===== src/rtl/hopfield_assoc_mem.sv =====
// Hopfield associative memory: Hebbian learning into an N x N saturating weight
// array and sequential (asynchronous-update) recall of the nearest attractor.
module hopfield_assoc_mem #(
    parameter int unsigned N          = 25,
    parameter int unsigned WW         = 4,
    parameter int unsigned MAX_SWEEPS = 8
) (
    input  logic                             clk,
    input  logic                             rst,
    input  logic                             clear_req,
    input  logic                             learn_valid,
    input  logic [N-1:0]                     learn_pat,
    input  logic                             recall_valid,
    input  logic [N-1:0]                     recall_pat,
    output logic                             ready,
    output logic                             busy,
    output logic                             done,
    output logic                             converged,
    output logic [$clog2(MAX_SWEEPS+1)-1:0]  sweeps,
    output logic [N-1:0]                     result,
    input  logic [$clog2(N*N)-1:0]           w_raddr,
    output logic [WW-1:0]                    w_rdata
);

    localparam int unsigned NN = N * N;
    localparam int unsigned IW = $clog2(NN);
    localparam int unsigned KW = $clog2(N);
    localparam int unsigned SW = $clog2(MAX_SWEEPS + 1);
    localparam int unsigned AW = $clog2(N * (2 ** (WW - 1))) + 2;

    localparam logic [KW-1:0] K_LAST = KW'(N - 1);
    localparam logic [IW-1:0] I_LAST = IW'(NN - 1);
    localparam logic [WW-1:0] W_MAX  = {1'b0, {(WW-1){1'b1}}};
    localparam logic [WW-1:0] W_MIN  = {1'b1, {(WW-1){1'b0}}};

    localparam logic [2:0] S_CLEAR  = 3'd0;
    localparam logic [2:0] S_IDLE   = 3'd1;
    localparam logic [2:0] S_LEARN  = 3'd2;
    localparam logic [2:0] S_RECALL = 3'd3;
    localparam logic [2:0] S_DONE   = 3'd4;

    logic [2:0]    state, state_d;
    logic [IW-1:0] idx, idx_d;
    logic [KW-1:0] k, k_d;
    logic [KW-1:0] m, m_d;
    logic          upd, upd_d;
    logic          flip, flip_d;
    logic [AW-1:0] acc, acc_d;
    logic [N-1:0]  pat, pat_d;
    logic          ready_d, busy_d, done_d, conv_d;
    logic [SW-1:0] sweeps_d, sweeps_inc;
    logic [N-1:0]  result_d;

    logic [WW-1:0] w_mem [NN];
    logic          w_we;
    logic [IW-1:0] w_waddr;
    logic [WW-1:0] w_wdata;

    logic [IW-1:0] km_addr;
    logic [WW-1:0] wcur;
    logic [WW:0]   wsum;
    logic [WW-1:0] wsat;
    logic [AW-1:0] wext, term;
    logic          acc_pos, acc_neg;
    logic          bit_new, flip_now;

    // Weight w[k][m] lives at k*N+m; shared by learn and recall.
    assign km_addr = IW'(32'(k) * N + 32'(m));
    assign wcur    = w_mem[km_addr];

    // Hebbian step +/-1 in one extra bit, then clamp to the signed weight range.
    always_comb begin
        wsum = {wcur[WW-1], wcur} + ((pat[k] == pat[m]) ? {{WW{1'b0}}, 1'b1} : {(WW+1){1'b1}});
        if (wsum[WW] != wsum[WW-1]) begin
            wsat = wsum[WW] ? W_MIN : W_MAX;
        end else begin
            wsat = wsum[WW-1:0];
        end
    end

    assign wext    = {{(AW-WW){wcur[WW-1]}}, wcur};
    assign term    = result[m] ? wext : (AW'(0) - wext);
    assign acc_pos = !acc[AW-1] && (acc != '0);
    assign acc_neg = acc[AW-1];
    assign sweeps_inc = sweeps + SW'(1);

    always_comb begin
        state_d  = state;
        idx_d    = idx;
        k_d      = k;
        m_d      = m;
        upd_d    = upd;
        flip_d   = flip;
        acc_d    = acc;
        pat_d    = pat;
        sweeps_d = sweeps;
        conv_d   = converged;
        result_d = result;
        w_we     = 1'b0;
        w_waddr  = km_addr;
        w_wdata  = '0;
        bit_new  = 1'b0;
        flip_now = 1'b0;

        case (state)
            S_CLEAR: begin
                w_we    = 1'b1;
                w_waddr = idx;
                if (idx == I_LAST) begin
                    idx_d   = '0;
                    state_d = S_IDLE;
                end else begin
                    idx_d = idx + IW'(1);
                end
            end

            S_IDLE: begin
                if (clear_req) begin
                    idx_d   = '0;
                    state_d = S_CLEAR;
                end else if (learn_valid) begin
                    pat_d   = learn_pat;
                    k_d     = '0;
                    m_d     = '0;
                    state_d = S_LEARN;
                end else if (recall_valid) begin
                    result_d = recall_pat;
                    sweeps_d = '0;
                    conv_d   = 1'b0;
                    k_d      = '0;
                    m_d      = '0;
                    upd_d    = 1'b0;
                    flip_d   = 1'b0;
                    acc_d    = '0;
                    state_d  = S_RECALL;
                end
            end

            S_LEARN: begin
                w_we    = 1'b1;
                w_wdata = (k == m) ? '0 : wsat;
                if (m == K_LAST) begin
                    m_d = '0;
                    if (k == K_LAST) begin
                        k_d     = '0;
                        state_d = S_IDLE;
                    end else begin
                        k_d = k + KW'(1);
                    end
                end else begin
                    m_d = m + KW'(1);
                end
            end

            S_RECALL: begin
                if (!upd) begin
                    acc_d = acc + term;
                    if (m == K_LAST) begin
                        m_d   = '0;
                        upd_d = 1'b1;
                    end else begin
                        m_d = m + KW'(1);
                    end
                end else begin
                    // Zero field holds the neuron; later neurons see this update immediately.
                    bit_new      = acc_pos ? 1'b1 : (acc_neg ? 1'b0 : result[k]);
                    result_d[k]  = bit_new;
                    flip_now     = flip || (bit_new != result[k]);
                    flip_d       = flip_now;
                    acc_d        = '0;
                    upd_d        = 1'b0;
                    if (k == K_LAST) begin
                        k_d      = '0;
                        sweeps_d = sweeps_inc;
                        if (!flip_now) begin
                            conv_d  = 1'b1;
                            state_d = S_DONE;
                        end else if (32'(sweeps_inc) == MAX_SWEEPS) begin
                            conv_d  = 1'b0;
                            state_d = S_DONE;
                        end else begin
                            flip_d = 1'b0;
                        end
                    end else begin
                        k_d = k + KW'(1);
                    end
                end
            end

            S_DONE: begin
                state_d = S_IDLE;
            end

            default: begin
                idx_d   = '0;
                state_d = S_CLEAR;
            end
        endcase

        ready_d = (state_d == S_IDLE);
        busy_d  = (state_d == S_CLEAR) || (state_d == S_LEARN) || (state_d == S_RECALL);
        done_d  = (state_d == S_DONE);
    end

    always_ff @(posedge clk or negedge rst) begin
        if (!rst) begin
            state     <= S_CLEAR;
            idx       <= '0;
            k         <= '0;
            m         <= '0;
            upd       <= 1'b0;
            flip      <= 1'b0;
            acc       <= '0;
            pat       <= '0;
            ready     <= 1'b0;
            busy      <= 1'b1;
            done      <= 1'b0;
            converged <= 1'b0;
            sweeps    <= '0;
            result    <= '0;
            w_rdata   <= '0;
        end else begin
            state     <= state_d;
            idx       <= idx_d;
            k         <= k_d;
            m         <= m_d;
            upd       <= upd_d;
            flip      <= flip_d;
            acc       <= acc_d;
            pat       <= pat_d;
            ready     <= ready_d;
            busy      <= busy_d;
            done      <= done_d;
            converged <= conv_d;
            sweeps    <= sweeps_d;
            result    <= result_d;
            w_rdata   <= (32'(w_raddr) < NN) ? w_mem[w_raddr] : '0;
        end
    end

    // Weight storage is deliberately not reset; CLEAR rewrites every entry.
    always_ff @(posedge clk) begin
        if (w_we) begin
            w_mem[w_waddr] <= w_wdata;
        end
    end

endmodule

===== config.mk =====
export PLATFORM = sky130hd
export DESIGN_NAME = hopfield_assoc_mem
export DESIGN_NICKNAME = d
export VERILOG_FILES = /design/src/rtl/hopfield_assoc_mem.sv
export SDC_FILE = /design/constraint.sdc
export NUM_CORES = 2
export LEC_CHECK = 0
export CORE_MARGIN = 2
export CORE_UTILIZATION = 50
export DETAILED_ROUTE_END_ITERATION = 16
export PLACE_DENSITY = 0.77
export RECOVER_POWER = 25
export SLEW_MARGIN = 25
export SYNTH_ARGS = -nofsm -noshare
export SYNTH_HDL_FRONTEND = slang
export SYNTH_SLANG_ARGS = --single-unit

===== constraint.sdc =====
create_clock -name clk -period 57.2 [get_ports clk]
set_input_delay 8.58 -clock clk [delete_from_list [all_inputs] [get_ports clk]]
set_output_delay 8.58 -clock clk [all_outputs]
set_load 0.01 [all_outputs]

* Yosys cells after proc, flatten, opt, wreduce, memory -nomap -nowiden
Memory sizes are Yosys's and may differ from the RTL's.
Index checks and enable logic that the tools add are counted.
** Storage, ports and cells
- Memory bits (writable) :: 2500
- Register bits after elaboration :: 97
- Memories kept :: 1
- Input bits :: 65
- Output and inout port bits :: 37
** Cells by class
- Equality and inequality tests :: 26
- Multiply operators :: 1
- Bitwise logic cells :: 2
- $lt $le $gt $ge :: 4
- Add/sub/neg operators :: 8
- Reductions and logical operators :: 21
- Multiplexer cells :: 80
** Memories
- w_mem :: depth 625, bits a word 4, rd ports 2, clocked after Yosys merged registers in 0, wr ports 1, RTL line 54 : logic [WW-1:0] w_mem [NN];
** Operators with widths (count)
- $mux 25 :: 4
- $mux 10 :: 8
- $pmux 25 s2 :: 1
- $mux 5 :: 9
- $mux 4 :: 10
- $mux 3 :: 10
- $pmux 10 s3 :: 1
- $pmux 5 s3 :: 2
- $bwmux 25 :: 1
- $mux 1 :: 23
- $bmux 1 s5 :: 4
- $pmux 10 s2 :: 1
- $ne 2x2->1 const B :: 8
- $pmux 3 s5 :: 1
- $eq 3x2->1 const B :: 4
- $lt 5x6->1 const B :: 2
- $add 10x1->10 const B :: 1
- $add 10x10->10 :: 1
- $add 10x5->10 :: 1
- $add 5x1->5 const B :: 2
- $eq 10x10->1 const B :: 1
- $eq 5x5->1 const B :: 2
- $lt 10x10->1 const B :: 1
- $mul 5x5->10 const B :: 1
- 30 further kinds :: 43

* Longest topological paths before layout
- Depth after elaboration :: 13
- Mapped depth :: 37
- Mapped depth without buffers :: 32

* Worst setup path before layout
Ideal clock, no wire load.
- Path type :: flip-flop to flip-flop
- Start point :: reg k[0]
- End point :: mem w_mem[0][0], data pin
- Data required time :: 51864 ps
- Data arrival time :: 31967 ps
- Library setup time :: 5336 ps
- Slack :: 19897 ps
- Cell stages (with the launch flop) :: 29
- Cell sequence :: dfrtp_1 -> clkbuf_1 -> buf_1 -> inv_1 -> ha_1 -> ha_1 -> inv_1 -> fa_1 -> inv_1 -> ha_1 -> buf_2 -> xor2_1 -> buf_2 -> buf_2 -> buf_1 -> mux4_2 -> mux2i_1 -> o21ai_0 -> mux2i_1 -> o21ai_1 -> o211a_1 -> inv_1 -> fa_1 -> inv_1 -> a21oi_1 -> nor2_1 -> nor2_1 -> xnor2_1 -> a221oi_1
** On the way
- Word-level cells in the longest chain between the ends :: 9
** Ends and longest elaborated chain
- from (decl) :: RTL line 44 : logic [KW-1:0] k, k_d;
- from (signal assigned) :: RTL line 225 : k <= k_d;
- branches (longest 7 deep; another with $mul 5x5->10)
- $mux 4 * :: RTL line 141 : w_wdata = (k == m) ? '0 : wsat;
- $mux 4 * :: RTL line 105 : case (state)
- via w_wdata[0] :: RTL line 57 : logic [WW-1:0] w_wdata;
- to (decl) :: RTL line 54
Mark *: on every way through the listed nets, which the timed path passes. The select of a mux whose other input is x is not followed.

* Worst setup path in the final report
- Start point :: reg k[0]
- End point :: mem w_mem[110][3], data pin
Same word-level chain as after synthesis.

==> impl_metrics.json <==
{
  "outcome": "finished, violations left",
  "violations": "capacitance limit, slew limit",
  "yosysSeqAreaShare": 0.6178,
  "post-route-min-period_ns": 16.02,
  "clk_pin_slew_ns": 0.06,
  "nNetsFinal": 6849,
  "slew_viol_final": 325,
  "min_path_cells": 1,
  "grt_pass1_vias": 74600,
  "regToRegEndpoint": "w_mem[110][3]",
  "cts_made_buffers": 281,
  "overflow": 0,
  "ios": 102,
  "worstPathRequired_ns": 57.79,
  "critPathLaunchType": "register",
  "dieArea_um2": 254900,
  "rows": 183,
  "antenna_found_initial": 20,
  "cts_resized": 0,
  "drv_cap": 13,
  "hold_buffers": 0,
  "rrSetupSlack_ns": 41.18,
  "first_iter_violations": 13430,
  "syn_nets": 6860,
  "r2r_start": "k[0]",
  "layout-drive-gt1-share": 0.3040,
  "path_class": "register to register",
  "finalSetupViolCount": 0,
  "wirelength_mm": 390.8,
  "clock-sinks": 2597,
  "worstSkewPairLatency_ns": 0.97,
  "holdWs_ns": 0.5286,
  "post-cts-setup-buffers": 0,
  "irDropWorstVdd_mv": 0.02687,
  "hp-class": "register to register",
  "wire_per_inst_um": 38.04,
  "vias": 76340,
  "hold_viol_final": 0,
  "post-route-period-util": 0.2800,
  "viasPerCell": 7.431,
  "drc_errors": 0,
  "dpl.hpwl_mm": 239.9,
  "skew_ns": 0.04981,
  "track_usage": 0.3030,
  "synth-seq-cells": 2597,
  "initial_core_util": 0.5035,
  "cp_common_cell": "ha_1",
  "synth-main-ff-cell": "edfxtp_1",
  "max_freq_mhz": 62.44,
  "slew_headroom": -0.7948,
  "syn_to_final_growth_pct": 10.35,
  "fin_setup_tns_ns": 0,
  "die_h_um": 504.9,
  "synth_area_per_cell_um2": 18.62,
  "yosysWarnings": 0,
  "power.density_nw_per_um2": 28.01,
  "die_w_um": 504.9,
  "async_reset_ff_frac": 0.03735,
  "htree_levels": 5,
  "crit_path_end_kind": "register",
  "crit_fanout": 109,
  "hold_path_end": "pat[11]",
  "portBuffers": 101,
  "cts_tree": "built",
  "synth_area_um2": 125400,
  "root_buffer": "clkbuf_16",
  "gp_congestion": 0.9704,
  "p_leak_nw": 36.68,
  "coreArea_um2": 249100,
  "clockBufferDepth": 4,
  "grt_max_degree": 287,
  "worstPathArrival_ns": 16.61,
  "final_antenna_net_count": 0,
  "slowest_stage": "nand2_1",
  "tightest_slew_ns": 2.692,
  "synth_edf_count": 2500,
  "synth.distinct_cells": 84,
  "grt_pass1_wl_mm": 553.0,
  "min_from": "pat[11]",
  "rsz0062_at_grt": "no",
  "first_pass_iters": 8,
  "r2r_cells": 26,
  "max_stage_delay_ns": 2.29,
  "netlist_instances": 6737
}
state kept, by name (all words and copies together), names as in the netlist, 3 cells and up:
| signal | flops |
|---|---|
| w_mem | 2500 |
| pat | 25 |
| result | 25 |
| acc | 10 |
| idx | 10 |
| k | 5 |
| m | 5 |
| sweeps | 4 |
| w_rdata | 4 |
| state | 3 |
worst max-delay path by stage:
stage                    start             to  slack [ns]  depth (start not counted)
floorplan                 k[0]    w_mem[0][0]       19.90                         28
global placement    w_raddr[1]     w_rdata[1]       42.54                         12
detailed placement  w_raddr[1]     w_rdata[1]       42.53                         12
CTS                 w_raddr[1]     w_rdata[1]       43.53                         12
global route              k[0]  w_mem[110][3]       41.17                         28
finish                    k[0]  w_mem[110][3]       41.18                         26
logic make-up (layout without fill, tap and decap cells):
logic type                 Yosys count  after routing  synth area share
and+or+nand+nor                   1209           1209           0.03993
AOI/OAI and AO/OA                  554            554           0.03047
DFF                               2597           2597            0.6178
other                                0             35                 0
muxes                             1680           1680            0.2808
xor gates and xnor gates            26             26          0.001815
adders and majority gates           58             58          0.006085
buffers and inverters              613            784           0.02302
where the power goes:
group | internal, mW | total [mW] | switching (mW)
Combinational | 0.0290 | 0.0719 | 0.0429
Clock | 1.01 | 1.75 | 0.745
Sequential | 2.05 | 2.05 | 0.000719
cells in the mapped netlist (49+ instances only):
cell type	number	area [um2]
edfxtp_1	2500	75070
mux4_2	1452	32700
nor2_1	758	2845
clkbuf_1	352	1321
nand2_1	233	874.6
mux2i_1	177	1772
a21oi_1	115	575.6
dfrtp_1	96	2402
a22oi_1	75	563.0
buf_1	74	277.8
o21ai_0	72	360.4
buf_2	64	320.3
ha_1	53	663.1
nand3_1	51	255.2
a221oi_1	49	429.2
area by class of cell:
class / instances / area (um2)
sequential: 2597 / 77500
antenna: 35 / 87.58
multi-input combinational: 3527 / 45370
tap: 3330 / 4167
inverter: 40 / 162.7
fill: 18200 / 110700
clock inverter: 125 / 1171
timing repair buffer: 279 / 2630
clock buffer: 340 / 7327
cells in the final DEF, fill, tap and decap left out, types with 17 or more instances in the layout:
| cell | synthesis | final |
|---|---|---|
| nor2_1 | 758 | 751 |
| diode_2 | 0 | 35 |
| inv_1 | 36 | 36 |
| edfxtp_1 | 2500 | 2500 |
| clkbuf_1 | 352 | 67 |
| and3_1 | 33 | 33 |
| clkinv_1 | 3 | 55 |
| a21oi_1 | 115 | 115 |
| nor3_1 | 33 | 32 |
| a211oi_1 | 35 | 34 |
| a22o_1 | 17 | 17 |
| and2_1 | 25 | 26 |
| mux2_2 | 38 | 38 |
| mux2i_1 | 177 | 177 |
| clkdlybuf4s50_1 | 0 | 94 |
| o211ai_1 | 17 | 17 |
| ha_1 | 53 | 50 |
| bufinv_16 | 0 | 22 |
| clkinv_2 | 0 | 32 |
| o22ai_1 | 27 | 27 |
| o21ai_0 | 72 | 69 |
| dfrtp_1 | 96 | 96 |
| mux4_2 | 1452 | 1452 |
| nand2_1 | 233 | 196 |
| a22oi_1 | 75 | 75 |
| nand2_2 | 0 | 33 |
| a31oi_1 | 32 | 32 |
| clkbuf_16 | 0 | 284 |
| nand3_1 | 51 | 50 |
| buf_4 | 38 | 139 |
| a221oi_1 | 49 | 48 |
metrics by stage:
| stage | instance area, um2 | setup slack (ns) | total power, mW | cells | utilization |
|---|---|---|---|---|---|
| 2_1_floorplan | 125400 | 19.90 | 2.141 | 6737 | - |
| 3_3_place_gp | 129700 | 42.54 | 2.165 | 9767 | 0.5205 |
| 3_5_place_dp | 129700 | 42.53 | 2.165 | 9767 | 0.5207 |
| 4_1_cts | 138200 | 43.53 | 3.875 | 10230 | 0.5548 |
| 5_1_grt | 138300 | 41.17 | 3.946 | 10240 | 0.5553 |
| 6_report | 138400 | 41.18 | 3.877 | 10270 | 0.5556 |
per-layer routing:
metal  vias up  wire length, um  track usage
met4        18            26790       0.1736
met5         -              214     0.002440
li1      28440                -            -
met3      1460            63050       0.1201
met2      7358           174500       0.4444
met1     39070           126200       0.3849
worst max-delay path: cells and delay by family (launching register included):
kind | cells | cell delay, ns
flops | 1 | 0.56
compound gates | 5 | 1.59
simple gates | 7 | 4.76
buf+inv | 9 | 6.41
fa+ha+maj | 5 | 2.05
Power figures use the tool's default switching activity.
